$ cat config.mk
export PLATFORM = sky130hd
export DESIGN_NAME = hysteresis_edge_linker
export DESIGN_NICKNAME = d
export VERILOG_FILES = /design/src/rtl/hysteresis_edge_linker.sv
export SDC_FILE = /design/constraint.sdc
export NUM_CORES = 2
export LEC_CHECK = 0
export ABC_AREA = 1
export CAP_MARGIN = 20
export CORE_MARGIN = 3
export CORE_UTILIZATION = 33
export DETAILED_ROUTE_END_ITERATION = 6
export PLACE_DENSITY_LB_ADDON = 0.15
export SYNTH_ARGS = -nofsm -noshare
export SYNTH_HDL_FRONTEND = slang
export SYNTH_SLANG_ARGS = --single-unit
$ cat constraint.sdc
create_clock -name clk -period 32.9 [get_ports clk]
set_clock_uncertainty 0.15 [all_clocks]
set_input_delay 3.29 -clock clk [delete_from_list [all_inputs] [get_ports clk]]
set_output_delay 3.29 -clock clk [all_outputs]
set_load 0.1 [all_outputs]
$ cat src/rtl/hysteresis_edge_linker.sv
`default_nettype none
// =============================================================================
// Module   : hysteresis_edge_linker
// Purpose  : single-pass Canny hysteresis over a 3x3 window of strong/weak
//            classes; optional statistics ports enabled by HYST_STATS_EN
// Revision : 1.0
// =============================================================================
module hysteresis_edge_linker #(
    parameter int IMG_WIDTH  = 640,
    parameter int IMG_HEIGHT = 480
) (
    input  logic        clk,
    input  logic        rst_n,
    input  logic        pix_valid,
    input  logic        pix_sof,
    input  logic        strong_in,
    input  logic        weak_in,
`ifdef HYST_STATS_EN
    output logic [19:0] stat_strong,
    output logic [19:0] stat_linked,
    output logic [19:0] stat_dropped,
`endif
    output logic        edge_pixel,
    output logic        edge_valid,
    output logic        edge_sof,
    output logic        frame_done,
    output logic        busy,
    output logic        frame_err
);

    localparam int c_npix  = IMG_WIDTH * IMG_HEIGHT;
    localparam int c_nstep = c_npix + IMG_WIDTH + 1;
    localparam int c_sw    = $clog2(c_nstep + 1);
    localparam int c_cw    = $clog2(IMG_WIDTH);
    localparam int c_rw    = $clog2(IMG_HEIGHT);
    localparam logic [c_sw-1:0] c_last_in   = c_sw'(c_npix - 1);
    localparam logic [c_sw-1:0] c_last_step = c_sw'(c_nstep - 1);
    localparam logic [c_sw-1:0] c_first_out = c_sw'(IMG_WIDTH + 1);
    localparam logic [c_cw-1:0] c_col_max   = c_cw'(IMG_WIDTH - 1);
    localparam logic [c_rw-1:0] c_row_max   = c_rw'(IMG_HEIGHT - 1);

    typedef enum logic [1:0] {
        S_IDLE   = 2'd0,
        S_ACTIVE = 2'd1,
        S_FLUSH  = 2'd2
    } state_t;

    state_t          r_state, w_state_next;
    logic [c_sw-1:0] r_step, w_idx;
    logic [c_cw-1:0] r_col, w_col;
    logic [c_cw-1:0] r_out_col;
    logic [c_rw-1:0] r_out_row;
    logic            w_step, w_sof_step, w_err;
    logic            w_produce, w_border, w_nb, w_result;
    logic [1:0]      w_pix_class, w_din, w_t1;
    logic            w_t2;

    // Row r-2 only ever contributes neighbour strong bits, so lb2 keeps just that.
    logic [1:0]      r_lb1 [IMG_WIDTH];
    logic            r_lb2 [IMG_WIDTH];
    logic [2:0]      r_mc_s, r_rc_s;     // strong bits, [0]=row r-2 .. [2]=row r
    logic            r_ctr_weak;

    assign w_pix_class = {strong_in, weak_in & ~strong_in};

    always_ff @(posedge clk or negedge rst_n) begin
        if (!rst_n) r_state <= S_IDLE;
        else        r_state <= w_state_next;
    end

    always_comb begin
        w_state_next = r_state;
        w_step       = 1'b0;
        w_sof_step   = 1'b0;
        w_err        = 1'b0;
        w_din        = 2'b00;
        unique case (r_state)
            S_IDLE: begin
                if (pix_valid && pix_sof) begin
                    w_state_next = S_ACTIVE;
                    w_step       = 1'b1;
                    w_sof_step   = 1'b1;
                    w_din        = w_pix_class;
                end
            end
            S_ACTIVE: begin
                if (pix_valid) begin
                    w_step = 1'b1;
                    w_din  = w_pix_class;
                    if (pix_sof) begin
                        w_sof_step = 1'b1;
                        w_err      = 1'b1;
                    end else if (r_step == c_last_in) begin
                        w_state_next = S_FLUSH;
                    end
                end
            end
            S_FLUSH: begin
                w_step = 1'b1;
                if (pix_valid && pix_sof) begin
                    w_sof_step   = 1'b1;
                    w_err        = 1'b1;
                    w_din        = w_pix_class;
                    w_state_next = S_ACTIVE;
                end else begin
                    w_err = pix_valid;
                    if (r_step == c_last_step) w_state_next = S_IDLE;
                end
            end
            default: w_state_next = S_IDLE;
        endcase
    end

    assign w_idx     = w_sof_step ? '0 : r_step;
    assign w_col     = w_sof_step ? '0 : r_col;
    assign w_produce = w_step && (w_idx >= c_first_out);
    assign w_t1      = r_lb1[w_col];
    assign w_t2      = r_lb2[w_col];

    // Centre of the window after this step is the current right column's middle.
    assign w_border = (r_out_row == '0) || (r_out_row == c_row_max) ||
                      (r_out_col == '0) || (r_out_col == c_col_max);
    assign w_nb     = (|r_mc_s) | r_rc_s[0] | r_rc_s[2] | w_t2 | w_t1[1] | w_din[1];
    assign w_result = ~w_border & (r_rc_s[1] | (r_ctr_weak & w_nb));

    always_ff @(posedge clk) begin
        if (w_step) begin
            r_lb2[w_col] <= w_t1[1];
            r_lb1[w_col] <= w_din;
        end
    end

    always_ff @(posedge clk or negedge rst_n) begin
        if (!rst_n) begin
            r_step     <= '0;
            r_col      <= '0;
            r_out_col  <= '0;
            r_out_row  <= '0;
            r_mc_s     <= '0;
            r_rc_s     <= '0;
            r_ctr_weak <= 1'b0;
            edge_pixel <= 1'b0;
            edge_valid <= 1'b0;
            edge_sof   <= 1'b0;
            frame_done <= 1'b0;
            frame_err  <= 1'b0;
        end else begin
            edge_valid <= w_produce;
            edge_pixel <= w_produce & w_result;
            edge_sof   <= w_produce && (w_idx == c_first_out);
            frame_done <= w_produce && (w_idx == c_last_step);
            frame_err  <= w_err;
            if (w_step) begin
                r_step     <= w_idx + 1'b1;
                r_col      <= (w_col == c_col_max) ? '0 : w_col + 1'b1;
                r_mc_s     <= r_rc_s;
                r_rc_s     <= {w_din[1], w_t1[1], w_t2};
                r_ctr_weak <= w_t1[0];
                if (w_sof_step) begin
                    r_out_col <= '0;
                    r_out_row <= '0;
                end else if (w_produce) begin
                    if (r_out_col == c_col_max) begin
                        r_out_col <= '0;
                        r_out_row <= r_out_row + 1'b1;
                    end else begin
                        r_out_col <= r_out_col + 1'b1;
                    end
                end
            end
        end
    end

    assign busy = (r_state != S_IDLE);

`ifdef HYST_STATS_EN
    logic [19:0] r_cnt_strong, r_cnt_linked, r_cnt_dropped;

    always_ff @(posedge clk or negedge rst_n) begin
        if (!rst_n) begin
            r_cnt_strong  <= '0;
            r_cnt_linked  <= '0;
            r_cnt_dropped <= '0;
            stat_strong   <= '0;
            stat_linked   <= '0;
            stat_dropped  <= '0;
        end else begin
            if (w_sof_step) begin
                r_cnt_strong  <= '0;
                r_cnt_linked  <= '0;
                r_cnt_dropped <= '0;
            end else if (w_produce && !w_border) begin
                if (r_rc_s[1])                r_cnt_strong  <= r_cnt_strong + 20'd1;
                else if (r_ctr_weak && w_nb)  r_cnt_linked  <= r_cnt_linked + 20'd1;
                else if (r_ctr_weak)          r_cnt_dropped <= r_cnt_dropped + 20'd1;
            end
            if (frame_done) begin
                stat_strong  <= r_cnt_strong;
                stat_linked  <= r_cnt_linked;
                stat_dropped <= r_cnt_dropped;
            end
        end
    end
`endif

endmodule
`default_nettype wire

======== After elaboration in Yosys (flattened, before gate mapping) ========
Memory sizes are Yosys's and may differ from the RTL's.
Index checks and enable logic that the tools add are counted.
word-level totals
  bits in registers ....................... 62
  RAM bits ................................ 1,920
  bits of input ports ..................... 6
  output and inout bits ................... 6
  memories ................................ 2
memory list
  memory  words  bits a word  rd ports  clocked after memory_dff  write ports  line  RTL
  r_lb1   640    2            1         0                         1            59    logic [1:0] r_lb1 [IMG_WIDTH];
  r_lb2   640    1            1         0                         1            60    logic r_lb2 [IMG_WIDTH];
operators by class
  $add $sub $neg .......................... 4
  magnitude comparators ................... 1
  eq/ne operators ......................... 14
  muxes and demuxes ....................... 29
  bitwise operators ....................... 12
  reduce and logical (&&, ||, !) cells .... 18
operators with widths
  operator                                               count
  equality test 19 bit, second input constant            3
  2-to-1 mux 10 bit                                      5
  2-to-1 mux 9 bit                                       3
  adder 10 x 1 -> 10 bit, second input constant          2
  equality test 10 bit, second input constant            2
  adder 19 x 1 -> 19 bit, second input constant          1
  equality test 19 x 10 -> 1 bit, second input constant  1
  >= comparator 19 x 10 -> 1 bit, second input constant  1
  2-to-1 mux 19 bit                                      1
  2-to-1 mux 2 bit                                       8
  logical NOT 10 bit                                     1
  adder 9 x 1 -> 9 bit, second input constant            1
  equality test 9 bit, second input constant             1
  logical NOT 9 bit                                      1
  != test 2 bit, second input constant                   4
  2-to-1 mux 1 bit                                       7
  bitwise OR 1 bit                                       6
  case mux 2 bit (3 select lines)                        1
  nonzero test 2 bit                                     3
  AND reduction 5 bit                                    1
  AND 1 bit                                              4
  logical AND 1 bit                                      4
  case mux 1 bit (2 select lines)                        2
  case mux 2 bit (2 select lines)                        1
  other kinds (11)                                       14

======== Logic depth before layout (Yosys ltp) ========
An unclocked memory read counts as a cell.
  word-level depth ........................ 12
  mapped depth ............................ 30

======== Least setup slack after synthesis ========
OpenSTA, ideal clock, no wires.
  path kind ............................... in2reg
  start ................................... input pix_valid
  end ..................................... memory r_lb1[0][0] (data pin)
  library setup time ...................... 3.637 ns
  data arrival time ....................... 20.535 ns
  data required time ...................... 29.113 ns
  slack ................................... 8.579 ns
  stages on the path ...................... 4
  cells stage by stage .................... nand2_1 -> inv_2 -> nand2_2 -> a21oi_1
on the way
  longest elaborated chain between the ends .. 3
  elaborated cells on any way between the ends .. 4
  those cells by class .................... mux (3); reduce/logical (1)
ends and longest elaborated chain
  element                            line     RTL
  start: declaration                 14       input logic pix_valid,
  logical AND 1 bit                  79, 100
  2-to-1 mux 2 bit                   79, 100
  case mux 2 bit (2 select lines) *  77       unique case (r_state)
  net w_din[0]                       55       logic [1:0] w_pix_class, w_din, w_t1;
  end: declaration                   59
The timed path passes the listed nets; every way through them passes the cells marked *.

======== Worst setup path after layout ========
  start ................................... input pix_valid
  end ..................................... memory r_lb2[604] (data pin)
on the way
  longest elaborated chain between the ends .. 5
  elaborated cells on any way between the ends .. 6
  those cells by class .................... mux (4); reduce/logical (1); memory (1)
ends and longest elaborated chain
  element                            line     RTL
  logical AND 1 bit                  79, 100
  2-to-1 mux 1 bit                   79, 100
  case mux 1 bit (2 select lines) *  77
  2-to-1 mux 10 bit *                115      assign w_col = w_sof_step ? '0 : r_col;
  memory read (640 x 2 bit) *        --
  net w_t1[1]                        55
  end: declaration                   60
Marks and branches as above.

==> impl_metrics.tcl <==
set metrics [dict create \
    max_freq_mhz 88.4 \
    cp_common_cell "nand2_1" \
    hold_ws_ps 338 \
    ys_warn_count 0 \
    yosysSeqAreaShare_pct 69.3 \
    leakage_nw 32.9 \
    drv_slew 0 \
    setup_viol 0 \
    crit_type "in2reg" \
    syn_avg_cell_area_sq_um 11.3 \
    drt_iter0_markers 6165 \
    die_w_um 515 \
    final_hold_viol_count 0 \
    drc 0 \
    numCtsBuffers 211 \
    synth_area_leaders "edfxtp_1 67%, nand2_1 6.0%, nor2_1 5.7%" \
    clock_path_buffers 3 \
    yosys.area.top_type "edfxtp_1" \
    r2r-end "r_lb2[604]$_DFFE_PP_" \
    vdd_drop_max_mv 0.0515 \
    die_h_um 515 \
    initial_core_util_pct 33.2 \
    cts_sinks 1982 \
    gp_congestion 0.822 \
    arrival_ps 11700 \
    syn_nets 7590 \
    relSlewSlack_pct 18.7 \
    coreArea_sq_um 257000 \
    syn_area_sq_um 85400 \
    fp-row-count 186 \
    drt_wl_total_um 298000 \
    synthTopCellsByCount "1920 x edfxtp_1, 1373 x nand2_1, 1301 x nor2_1" \
    rsz0062_at_grt "no" \
    grt_pass1_wl_um 426000 \
    synthCells 7568 \
    cp_max_fo 146 \
    ys_ff_latch 1982 \
    min_period_ps 11320 \
    areaGrowthSynthToFinish_pct 11.8 \
    grt_antenna_before_repair 12 \
    status "finished clean" \
    clock_latency_ps 880 \
    port_buffers 11 \
    root_buffer "clkbuf_16" \
    tns_ps 0 \
    ys.flop_type "edfxtp_1" \
    finalCritPeriodShare_pct 34.4 \
    synth_edf_count 1920 \
    drive_above_1_share_pct 9.64 \
    cts_setup_buffers 0 \
    grt_max_degree 177 \
    cpMaxStageDelayCell "buf_4" \
    critPathCapture "r_lb2[604]$_DFFE_PP_" \
    die_area_sq_um 265000 \
    end_kind "flop" \
    vias 58216 \
    cts.repair.resized 0 \
    synthArstFlopShare_pct 3.13 \
    holdBufCountCts 0 \
    grt_pass1_vias 57644 \
    viasPerCell 5.29 \
    grt_use_total_pct 22.0 \
    clkTransAtPathRegs_ps 60 \
    cts_tree "done" \
    num-nets-final 7461 \
    io-pin-count 12 \
    p_per_area_nw_per_um2 66.4 \
    slowest_delay_ps 900 \
    tightest_slew_ps 1210 \
    start_kind "primary input" \
    postRouteAntennaNets 0 \
    crit_start "pix_valid" \
    htreeDepth 4 \
    grt-ovfl-total 0 \
    crit_required_ps 33280 \
    ff2ff_setup_slack_ps 23750 \
    yosysUniqueCellTypes 57 \
    synth_top_area_share_pct 67.5 \
    r2r_start "r_state[0]$_DFFE_PN0P_" \
    dr.pass1.iters 6 \
    hpwl_um 164000 \
    cap_violations 0 \
    reg2reg_depth 30 \
    route.detailed.wl_per_inst_um 27.1 \
    hp-class "reg2reg" \
    yosysMostFrequentCell "edfxtp_1" \
]
==> cell families after synthesis <==
logic type,synth area share (%)
flops,69.3
compound gates,6.81
mux,0.0117
fa+ha+maj,0.234
simple gates,18.6
buf+inv,4.91
xor+xnor,0.185
==> placed cells by master (no fill, tap or decap), types with 56 or more instances in the layout <==
cell       Yosys  routed
o211ai_1     153     153
nand3_1      474     448
clkinv_1       3      57
o31ai_1       57      56
o22ai_1      192     192
nand3b_1     151     151
nor3_1        58      57
nand2_1     1373    1363
edfxtp_1    1920    1920
or2_2        213     213
clkbuf_16      0     214
buf_4         39     142
o21ai_0      352     351
nor2_1      1301    1299
inv_1        416     406
a21oi_1       99      98
dfrtp_1       62      61
==> per-layer routing <==
metal  routed length, um  GRT usage (%)  up-vias
met2              142000           36.5     1975
met4                8360           6.36        0
met1              130000           30.2    29736
met3               18100           2.92      386
li1                    -              -    26119
met5                   0              0        -
==> where the power goes <==
group / leakage, nW / switching [W] / internal [W]
clock: 3.25 / 0.00102 / 0.00132
combinational: 11.4 / 0.000833 / 0.000226
sequential: 18.3 / 0.0000114 / 0.00293
==> how the worst min path moves through the flow <==
stage	start	end	slack, ps	cells after the start
final	r_mc_s[0]$_DFFE_PN0P_	r_mc_s[0]$_DFFE_PN0P_	340	2
after global routing	r_mc_s[1]$_DFFE_PN0P_	r_mc_s[1]$_DFFE_PN0P_	370	2
after CTS	r_mc_s[0]$_DFFE_PN0P_	r_mc_s[0]$_DFFE_PN0P_	340	2
after detailed placement	r_mc_s[0]$_DFFE_PN0P_	r_mc_s[0]$_DFFE_PN0P_	320	2
after global placement	r_mc_s[0]$_DFFE_PN0P_	r_mc_s[0]$_DFFE_PN0P_	320	2
after floorplan	r_rc_s[0]$_DFFE_PN0P_	r_rc_s[0]$_DFFE_PN0P_	300	2
==> area by class of cell <==
type	count	area, sq um
fill	25008	162000
sequential	1982	59200
multi-input combinational	4653	22300
clock buffer	271	5590
tap	3384	4230
inverter	426	1640
timing repair buffer	165	1420
clock inverter	115	1100
antenna	4	10.0
==> critical path: cells and delay by family <==
kind | cells | cell delay (ps)
AND/OR/NAND/NOR | 17 | 2760
buffers and inverters | 11 | 5200
==> per-stage QoR <==
stage          std cells  worst slack [ps]  utilization (%)  instance area (sq um)  power (W)
5_1_grt            10997             21110             37.2                  95500    0.00657
4_1_cts            10995             21660             37.1                  95500    0.00639
2_1_floorplan       7568              8580                -                  85400    0.00369
6_report           11000             21580             37.2                  95500    0.00634
3_5_place_dp       10609             20730             34.5                  88800    0.00405
3_3_place_gp       10607             20800             34.5                  88800    0.00405
==> sequential cells by signal (all words and copies together) (netlist names) <==
| register | count |
|---|---|
| r_out_row | 9 |
| r_step | 19 |
| edge_valid | 1 |
| r_lb1 | 1280 |
| r_rc_s | 3 |
| r_state | 2 |
| r_out_col | 10 |
| frame_done | 1 |
| r_mc_s | 3 |
| r_col | 10 |
| edge_pixel | 1 |
| frame_err | 1 |
| r_ctr_weak | 1 |
| edge_sof | 1 |
| r_lb2 | 640 |
No activity file was read; power rests on OpenSTA's default activity.
